File: src/rtl/sat_filter_arb_if.sv
// ============================================================================
// Module   : sat_filter_arb_if
// Brief    : Requester-side request/response bus of the shared saturation filter.
// Revision : 1.0
// ============================================================================
`default_nettype none

interface sat_filter_arb_if #(
  parameter int NUM_REQ = 4,
  parameter int DATA_W  = 4
);
  logic [NUM_REQ-1:0]        req_valid;
  logic [NUM_REQ*DATA_W-1:0] req_data;
  logic [NUM_REQ-1:0]        req_ready;
  logic [NUM_REQ-1:0]        rsp_valid;
  logic [DATA_W-1:0]         rsp_data;
  logic                      rsp_ovf;

  // Requesters drive samples and observe grants/results.
  modport master (
    output req_valid, req_data,
    input  req_ready, rsp_valid, rsp_data, rsp_ovf
  );

  // The arbiter consumes samples and returns grants/results.
  modport slave (
    input  req_valid, req_data,
    output req_ready, rsp_valid, rsp_data, rsp_ovf
  );
endinterface

`default_nettype wire

File: src/rtl/sat_filter_arb.sv
// ============================================================================
// Module   : sat_filter_arb
// Brief    : Round-robin front end sharing one 1-cycle saturation filter.
// Revision : 1.0
// ============================================================================
`default_nettype none

module sat_filter_arb #(
  parameter int NUM_REQ = 4,
  parameter int DATA_W  = 4,
  parameter int CNT_W   = 8
) (
  input  wire logic                     clk,
  input  wire logic                     rst_n,
  input  wire logic                     en,
  output logic                          busy,
  sat_filter_arb_if.slave               bus,
  output logic                          flt_in_valid,
  output logic [DATA_W-1:0]             flt_in_data,
  input  wire logic                     flt_out_valid,
  input  wire logic [DATA_W-1:0]        flt_out_data,
  input  wire logic                     flt_ovf,
  output logic [NUM_REQ*CNT_W-1:0]      ovf_cnt,
  input  wire logic                     ovf_cnt_clr
);

  localparam int c_ptr_w = $clog2(NUM_REQ);
  localparam logic [1:0] c_idle  = 2'd0;
  localparam logic [1:0] c_run   = 2'd1;
  localparam logic [1:0] c_drain = 2'd2;
  localparam logic [CNT_W-1:0] c_cnt_max = '1;

  logic [1:0]          r_state;
  logic [1:0]          w_state_nxt;
  logic [c_ptr_w-1:0]  r_rr_ptr;
  logic                r_flt_in_valid;
  logic [DATA_W-1:0]   r_flt_in_data;
  logic [c_ptr_w-1:0]  r_tag1;
  logic [c_ptr_w-1:0]  r_tag2;
  logic                r_tag2_vld;

  logic [c_ptr_w:0]    w_idx;
  logic [c_ptr_w-1:0]  w_win;
  logic [c_ptr_w-1:0]  w_next_ptr;
  logic                w_found;
  logic [NUM_REQ-1:0]  w_grant;
  logic [NUM_REQ-1:0]  w_rsp_valid;
  logic                w_issue;
  logic                w_xfer;
  logic                w_drained;

  // Rotating priority search: first valid requester at or after r_rr_ptr wins.
  always_comb begin
    w_found = 1'b0;
    w_win   = '0;
    w_grant = '0;
    w_idx   = '0;
    for (int k = 0; k < NUM_REQ; k++) begin
      w_idx = {1'b0, r_rr_ptr} + (c_ptr_w+1)'(k);
      if (w_idx >= (c_ptr_w+1)'(NUM_REQ)) begin
        w_idx = w_idx - (c_ptr_w+1)'(NUM_REQ);
      end
      if (!w_found && bus.req_valid[w_idx[c_ptr_w-1:0]]) begin
        w_found = 1'b1;
        w_win   = w_idx[c_ptr_w-1:0];
      end
    end
    w_grant[w_win] = w_found;
  end

  assign w_issue    = (r_state == c_run) && en;
  assign w_xfer     = w_issue && w_found;
  assign w_next_ptr = (w_win == c_ptr_w'(NUM_REQ-1)) ? '0 : w_win + c_ptr_w'(1);
  assign w_drained  = !r_flt_in_valid && !r_tag2_vld;

  always_comb begin
    w_state_nxt = r_state;
    case (r_state)
      c_idle:  if (en) w_state_nxt = c_run;
      c_run:   if (!en) w_state_nxt = c_drain;
      c_drain: if (w_drained) w_state_nxt = en ? c_run : c_idle;
      default: w_state_nxt = c_idle;
    endcase
  end

  always_ff @(posedge clk or negedge rst_n) begin
    if (!rst_n) begin
      r_state        <= c_idle;
      r_rr_ptr       <= '0;
      r_flt_in_valid <= 1'b0;
      r_flt_in_data  <= '0;
      r_tag1         <= '0;
      r_tag2         <= '0;
      r_tag2_vld     <= 1'b0;
    end else begin
      r_state        <= w_state_nxt;
      r_flt_in_valid <= w_xfer;
      r_flt_in_data  <= w_xfer ? bus.req_data[w_win*DATA_W +: DATA_W] : '0;
      r_tag2         <= r_tag1;
      r_tag2_vld     <= r_flt_in_valid;
      if (w_xfer) begin
        r_tag1   <= w_win;
        r_rr_ptr <= w_next_ptr;
      end
    end
  end

  // Result routing follows the tag that travelled alongside the sample.
  always_comb begin
    w_rsp_valid         = '0;
    w_rsp_valid[r_tag2] = flt_out_valid;
  end

  assign bus.req_ready = w_issue ? w_grant : '0;
  assign bus.rsp_valid = w_rsp_valid;
  assign bus.rsp_data  = flt_out_data;
  assign bus.rsp_ovf   = flt_ovf;
  assign flt_in_valid  = r_flt_in_valid;
  assign flt_in_data   = r_flt_in_data;
  assign busy          = (r_state != c_idle);

  for (genvar g = 0; g < NUM_REQ; g++) begin : g_cnt
    logic [CNT_W-1:0] r_cnt;
    logic             w_hit;

    assign w_hit = flt_out_valid && flt_ovf && (r_tag2 == c_ptr_w'(g));

    // Clear has priority; the count sticks at its maximum instead of wrapping.
    always_ff @(posedge clk or negedge rst_n) begin
      if (!rst_n) begin
        r_cnt <= '0;
      end else if (ovf_cnt_clr) begin
        r_cnt <= '0;
      end else if (w_hit && (r_cnt != c_cnt_max)) begin
        r_cnt <= r_cnt + CNT_W'(1);
      end
    end

    assign ovf_cnt[g*CNT_W +: CNT_W] = r_cnt;
  end

endmodule

`default_nettype wire

File: src/flat_wrapper.sv
// flat-port wrapper written by rule: the top's interface ports become plain ports
module sat_filter_arb_flat 
#(
  parameter int NUM_REQ = 4,
  parameter int DATA_W  = 4,
  parameter int CNT_W   = 8
)
  (clk, rst_n, en, busy, flt_in_valid, flt_in_data, flt_out_valid, flt_out_data, flt_ovf, ovf_cnt, ovf_cnt_clr, bus_req_valid, bus_req_data, bus_req_ready, bus_rsp_valid, bus_rsp_data, bus_rsp_ovf);
  sat_filter_arb_if #(.NUM_REQ(NUM_REQ), .DATA_W(DATA_W)) bus_i ();
  input  wire logic clk;
  input  wire logic rst_n;
  input  wire logic en;
  output logic busy;
  output logic flt_in_valid;
  output logic [DATA_W-1:0] flt_in_data;
  input  wire logic flt_out_valid;
  input  wire logic [DATA_W-1:0] flt_out_data;
  input  wire logic flt_ovf;
  output logic [NUM_REQ*CNT_W-1:0] ovf_cnt;
  input  wire logic ovf_cnt_clr;
  input wire logic [$bits(bus_i.req_valid)-1:0] bus_req_valid;
  input wire logic [$bits(bus_i.req_data)-1:0] bus_req_data;
  output wire logic [$bits(bus_i.req_ready)-1:0] bus_req_ready;
  output wire logic [$bits(bus_i.rsp_valid)-1:0] bus_rsp_valid;
  output wire logic [$bits(bus_i.rsp_data)-1:0] bus_rsp_data;
  output wire logic [$bits(bus_i.rsp_ovf)-1:0] bus_rsp_ovf;
  assign bus_i.req_valid = bus_req_valid;
  assign bus_i.req_data = bus_req_data;
  assign bus_req_ready = bus_i.req_ready;
  assign bus_rsp_valid = bus_i.rsp_valid;
  assign bus_rsp_data = bus_i.rsp_data;
  assign bus_rsp_ovf = bus_i.rsp_ovf;
  sat_filter_arb #(.NUM_REQ(NUM_REQ), .DATA_W(DATA_W), .CNT_W(CNT_W)) u_core (.clk(clk), .rst_n(rst_n), .en(en), .busy(busy), .bus(bus_i), .flt_in_valid(flt_in_valid), .flt_in_data(flt_in_data), .flt_out_valid(flt_out_valid), .flt_out_data(flt_out_data), .flt_ovf(flt_ovf), .ovf_cnt(ovf_cnt), .ovf_cnt_clr(ovf_cnt_clr));
endmodule
File: config.mk
export PLATFORM = sky130hd
export DESIGN_NAME = sat_filter_arb_flat
export DESIGN_NICKNAME = d
export VERILOG_FILES = /design/src/rtl/sat_filter_arb_if.sv /design/src/rtl/sat_filter_arb.sv /design/src/flat_wrapper.sv
export SDC_FILE = /design/constraint.sdc
export NUM_CORES = 1
export LEC_CHECK = 0
export BUFFER_PORTS_ARGS = -buffer_cell sky130_fd_sc_hd__clkbuf_2
export CORE_ASPECT_RATIO = 0.8
export CORE_MARGIN = 5
export CORE_UTILIZATION = 30
export CTS_BUF_LIST = sky130_fd_sc_hd__clkbuf_4 sky130_fd_sc_hd__clkbuf_8
export CTS_CLUSTER_DIAMETER = 40
export DETAILED_ROUTE_END_ITERATION = 8
export GPL_TIMING_DRIVEN = 0
export PLACE_DENSITY = 0.56
export SYNTH_ARGS = -nofsm -noshare
export SYNTH_HDL_FRONTEND = slang
export SYNTH_SLANG_ARGS = --single-unit
File: constraint.sdc
create_clock -name clk -period 2.1 [get_ports clk]
set_clock_uncertainty 0.15 [all_clocks]
set_input_delay 0.105 -clock clk [delete_from_list [all_inputs] [get_ports clk]]
set_output_delay 0.105 -clock clk [all_outputs]
set_load 0.01 [all_outputs]
# After elaboration in Yosys (flattened, before gate mapping)
# Index checks and enable logic that the tools add are counted.
# W data, S select, Z words.
# word_totals
output_inout_bits	51
word_cells	121
in_bits	30
register_bits	46
# classes
bitwise	2
muxes	40
reduce_logical	30
addsub	12
eq_ne	13
n_lt_le_gt_ge	12
shifts	1
# op_table
cell	count
$mux W8	8
$add A8 B1 Y8 const B	4
$ne A8 B8 Y1 const B	4
$mux W2	12
$lt A2 B3 Y1 const B	6
$logic_and A1 B1 Y1	17
$shiftx A16 B5 Y4	1
$mux W1	11
$reduce_bool A2 Y1	5
$ge A3 B3 Y1 const B	3
$and A4 B4 Y4	2
$bmux W1 S2	4
$eq A2 B2 Y1 const B	4
$mux W4	2
$sub A2 B1 Y2 const B	4
$add A2 B2 Y3 const B	2
$pmux W2 S3	1
$logic_not A1 Y1	5
$demux W1 S2	2
$eq A2 B1 Y1 const B	2
$ge A2 B1 Y1 const B	2
$logic_not A2 Y1	2
$ne A2 B2 Y1 const B	2
$add A2 B1 Y3 const B	1
4 further kinds	4

# Logic depth before layout (Yosys ltp)
# depth
ltp_word	20
mapped_depth	7
ltp_nobuf	6

# Worst setup path after synthesis
# OpenSTA, ideal clock, no wires.
# synth_path
path_kind	reg-to-reg
startpoint	register u_core.r_rr_ptr[1]
endpoint	register u_core.r_rr_ptr[1]
arrival_time_ns	1.615
path_buffers	2
stages_incl_launch_ff	8
setup_time_ns	0.127
required_ns	1.823
period_less_slack_ns	1.892
setup_slack_ns	0.208
cell_sequence	dfrtp_1 -> a21oi_1 -> o21ai_1 -> o2bb2a_1 -> buf_2 -> buf_4 -> ha_1 -> mux2_1
# synth_via
elab_chain_len	16
elab_cells_between_ends	41
cone_classes	add/sub (8); order compare (4); eq/ne (1); mux (21); reduce/logical (7)
# synth_lines
item	line_no	text
from (decl)	sat_filter_arb.sv:35	logic [c_ptr_w-1:0] r_rr_ptr;
from (signal assigned)	sat_filter_arb.sv:103	r_rr_ptr <= w_next_ptr;
parallel branches: the longest is 13 deep, another holds $add A2 B1 Y3	--	
$mux W2 *	sat_filter_arb.sv:63	if (!w_found && bus.req_valid[w_idx[c_ptr_w-1:0]]) begin
$add A2 B1 Y2 or $eq A2 B2 Y1 (tied branches)	sat_filter_arb.sv:73	assign w_next_ptr = (w_win == c_ptr_w'(NUM_REQ-1)) ? '0 : w_win + c_ptr_w'(1);
$mux W2 *	sat_filter_arb.sv:73	
named net u_core.w_next_ptr[1]	sat_filter_arb.sv:44	logic [c_ptr_w-1:0] w_next_ptr;
# Mark *: on every way through the listed nets, which the timed path passes. The select of a mux whose other input is x is not followed.
# A chain may end at the register's enable or synchronous reset.

# Worst setup path after layout
# layout_path
startpoint	register u_core.r_rr_ptr[1]
endpoint	output bus_req_ready[3]
# layout_via
elab_chain_len	20
elab_cells_between_ends	44
cone_classes	add/sub (7); order compare (6); mux (23); bitwise (1); reduce/logical (7)
# layout_lines
item	line_no	text
parallel branches: the longest is 18 deep, another holds $add A2 B1 Y3	--	
$and A4 B4 Y4 (no source line) *	--	
$mux W4 *	sat_filter_arb.sv:114	assign bus.req_ready = w_issue ? w_grant : '0;
to (decl)	flat_wrapper.sv:23	output wire logic [$bits(bus_i.req_ready)-1:0] bus_req_ready;
# Every way passes the cells marked *. The select of a mux whose other input is x is not followed.

==> impl_metrics.yaml <==
cts:
  cts_buffers: 5
  tritoncts: "yes"
  htreeDepth: 2
  tritoncts_num_sinks: 46
  clockRootBuffer: "clkbuf_8"
  clock_latency_late_sink_ns: 0.29
  cts.path.max_buffers: 2
  clkTransAtPathRegs_ns: 0.09
global_routing:
  grt_pass1_wl_um: 9880
  first_global_vias: 2104
  pin_count_of_the_biggest_net_entering_global_routing: 47
  number_of_antenna_violations_at_the_first_check_in_global_routing: 0
  grtUsageTotal: 0.124
  grt_overflow: 0
pwr:
  part_of_the_total_power_dissipated_in_combinational_logic: 0.265
  power.density_nw_per_um2: 666
  design_power_total_mw: 2.20
  static-leakage-power_nw: 1.57
  peakVddDrop_v: 0.000383
  cellInternalPower_mw: 1.56
  switching_share: 0.290
  clockPowerShare: 0.259
  power_switching_mw: 0.639
  power.sequential.fraction: 0.476
die:
  core_um2: 7840
  die_height_um: 89.8
  initial_core_util: 0.305
  row_count: 29
  die-width_um: 110
  floorplan.die_area_um2: 9860
  floorplan.io_pins: 81
worst_setup_path:
  regToRegSetupSlack_ns: 0.18
  timing.rr.end: "u_core.g_cnt[1].r_cnt[4]"
  cpMaxStageDelayCell: "dfrtp_2"
  path_class: "reg2out"
  setup.worst_path.start_class: "flop"
  worstPathArrival_ns: 1.74
  critPathRequiredTime_ns: 1.85
  cp_slowest_stage_delay_ns: 0.45
  crit_path_cell_trace: "a21oi_1, o21ai_1, o2bb2a_4, buf_8, ha_1, and2_1, clkbuf_2"
  worst_path_dominant_cell_family: "compound AO/OA/AOI/OAI gates"
  cp_max_fo: 10
  reg2reg_depth: 6
  endpoint_kind: "output port"
  critPathBufInv: 2
  regToRegStartpoint: "u_core.g_cnt[1].r_cnt[0]"
synthesis:
  adder_cell_share_of_the_synthesized_area: 0.0262
  synth.mux.area_fraction: 0.0639
  synthesis.area_um2: 2390
  yosys-top-cells-area: "dfrtp_1 48%, nor2_1 5.7%, mux2i_1 5.4%"
  synthesis.instances: 237
  synth_ff_type: "dfrtp_1"
  synth_most_common_cell: "dfrtp_1"
  ys_top_cells_by_count: "46 x dfrtp_1, 36 x nor2_1, 15 x nand2_1, 13 x mux2i_1, 12 x xnor2_1"
  synth_area_in_compound_gates: 0.0974
  synthDistinctLibCells: 47
  synth_enable_flop_cells: 0
  ys_ff_latch: 46
  synth_top_family_by_area: "simple AND/OR/NAND/NOR gates"
  yosysTopAreaCell: "dfrtp_1"
  synth_largest_type_area_fraction: 0.482
  synth_simple_gate_area_frac: 0.217
  yosys_warnings: 0
  async_reset_ff_frac: 1.00
  synthesis.nets: 272
  synth-xor-area-share: 0.0733
  syn_avg_cell_area_um2: 10.1
  synth_sequential_area_ratio: 0.482
routing:
  antenna_left: 0
  drt_pre_antenna_iters: 4
  num_vias: 2101
  wl_per_cell_um: 13.0
  route.detailed.vias_per_inst: 4.61
  drtIter0Drc: 65
  drc: 0
  route.final.wire_length_um: 5930
layout:
  layoutNonFillerInstCount: 456
  finalNetCount: 382
  drive_gt1_frac: 0.336
  syn_to_layout_area_delta_pct: 38.2
  final_design_area_no_fill_um2: 3300
  num_antenna_cells: 0
  fin_util: 0.421
place:
  placement.io_buffers: 76
  gp_congestion: 0.796
  detailed_place_hpwl_um: 4160
  numPlacedInstances: 421
  place_ws_ns: 0.0826
  place_area_um2: 2900
hold_path:
  holdCritPathClass: "in2async"
sta:
  worst_slack_ns: 0.109
  actual_slew_at_the_worst_max_slew_pin_ns: 0.601
  max_freq_mhz: 502
  slew_viol_final: 0
  hold_viol: 0
  timing.setup.tns_ns: 0
  max_slew_margin_vs_limit: 0.599
  setup_viol: 0
  final_period_minus_worst_setup_slack_ns: 1.99
  post-route-period-util: 0.948
  hold_ws_ns: 0.173
run_status:
  outcome: "complete, no violations"
run:
  drv.max_cap_violation_count: 0
## logic make-up after synthesis
group,count (synthesis)
xor gates and xnor gates,20
muxes,15
adders and majority gates,5
buffers and inverters,19
DFF,46
AOI/OAI and AO/OA,32
and+or+nand+nor,100
## cell usage in the layout, fill, tap and decap left out, drive strengths merged, types with 2 or more instances in the layout
master	n
nand3	10
a21oi	7
dlygate4sd3	19
nand2b	3
a311oi	3
o21a	2
and2	3
o21ai	7
or3	3
and3	4
inv	8
xnor2	12
ha	5
dfrtp	46
nor3	9
a211oi	2
nor2	36
mux2	2
nor4	2
clkbuf	86
nor2b	2
nand4b	2
and3b	2
buf	16
nand2	15
nand4	3
xor2	8
mux2i	13
o22ai	5
## repair_timing
item | 4_1_cts | 5_1_grt
gates cloned | 0 | 0
pin swaps | 0 | 3
buffers inserted | 0 | 8
endpoints found under the setup margin | 4 | 4
resized for setup | 5 | 4
endpoints found under the hold margin | 55 | 0
hold buffers | 19 | 0
## flip-flops by register name, summed over array words and instances, names as in the netlist
name	count
u_core.r_tag1	2
u_core.r_rr_ptr	2
u_core.r_tag2_vld	1
u_core.r_tag2	2
u_core.flt_in_valid	1
u_core.g_cnt.r_cnt	32
u_core.flt_in_data	4
u_core.r_state	2
## final cells by class
cell class	instances	area, um^2
Sequential cell	46	1150
Fill cell	806	4540
Timing Repair Buffer	104	651
Inverter	8	30.0
Multi-Input combinational cell	172	1170
Tap cell	108	135
Clock inverter	1	5.00
Clock buffer	7	90.1
Buffer	10	68.8
## routing by layer
layer | vias to the layer above | global-route usage | part of all wire
met1 | 984 | 0.156 | 0.43
met2 | 65 | 0.204 | 0.47
met4 | 0 | 0.0228 | 0.0049
met5 | - | 0 | 0
li1 | 1048 | - | -
met3 | 4 | 0.0458 | 0.089
## power groups by stage
| stage | combinational (mW) | sequential (mW) | clock, mW |
|---|---|---|---|
| CTS | 0.505 | 1.05 | 0.601 |
| finish | 0.582 | 1.05 | 0.570 |
| floorplan | 0.301 | 1.05 | 0 |
| global placement | 0.456 | 1.06 | 0 |
| global route | 0.645 | 1.06 | 0.636 |
| detailed placement | 0.460 | 1.06 | 0 |
## worst max path at each step
stage,start,to,slack [ns],depth (start not counted)
CTS,u_core.r_rr_ptr[1],bus_req_ready[3],-0.02,7
finish,u_core.r_rr_ptr[1],bus_req_ready[3],0.11,7
global placement,u_core.r_rr_ptr[1],u_core.r_rr_ptr[1],0.10,7
detailed placement,u_core.r_rr_ptr[1],u_core.r_rr_ptr[1],0.08,7
global route,u_core.r_rr_ptr[1],bus_req_ready[1],-0.04,6
floorplan,u_core.r_rr_ptr[1],u_core.r_rr_ptr[1],0.21,7
## worst reg2reg max path: stages (launching register included)
cell and delay (ns):
dfrtp_1 0.43, ha_1 0.22, and2_1 0.16, a41o_1 0.23
buf_2 0.17, or3_1 0.35, a21oi_1 0.14
(Power assumes the default switching activity.)
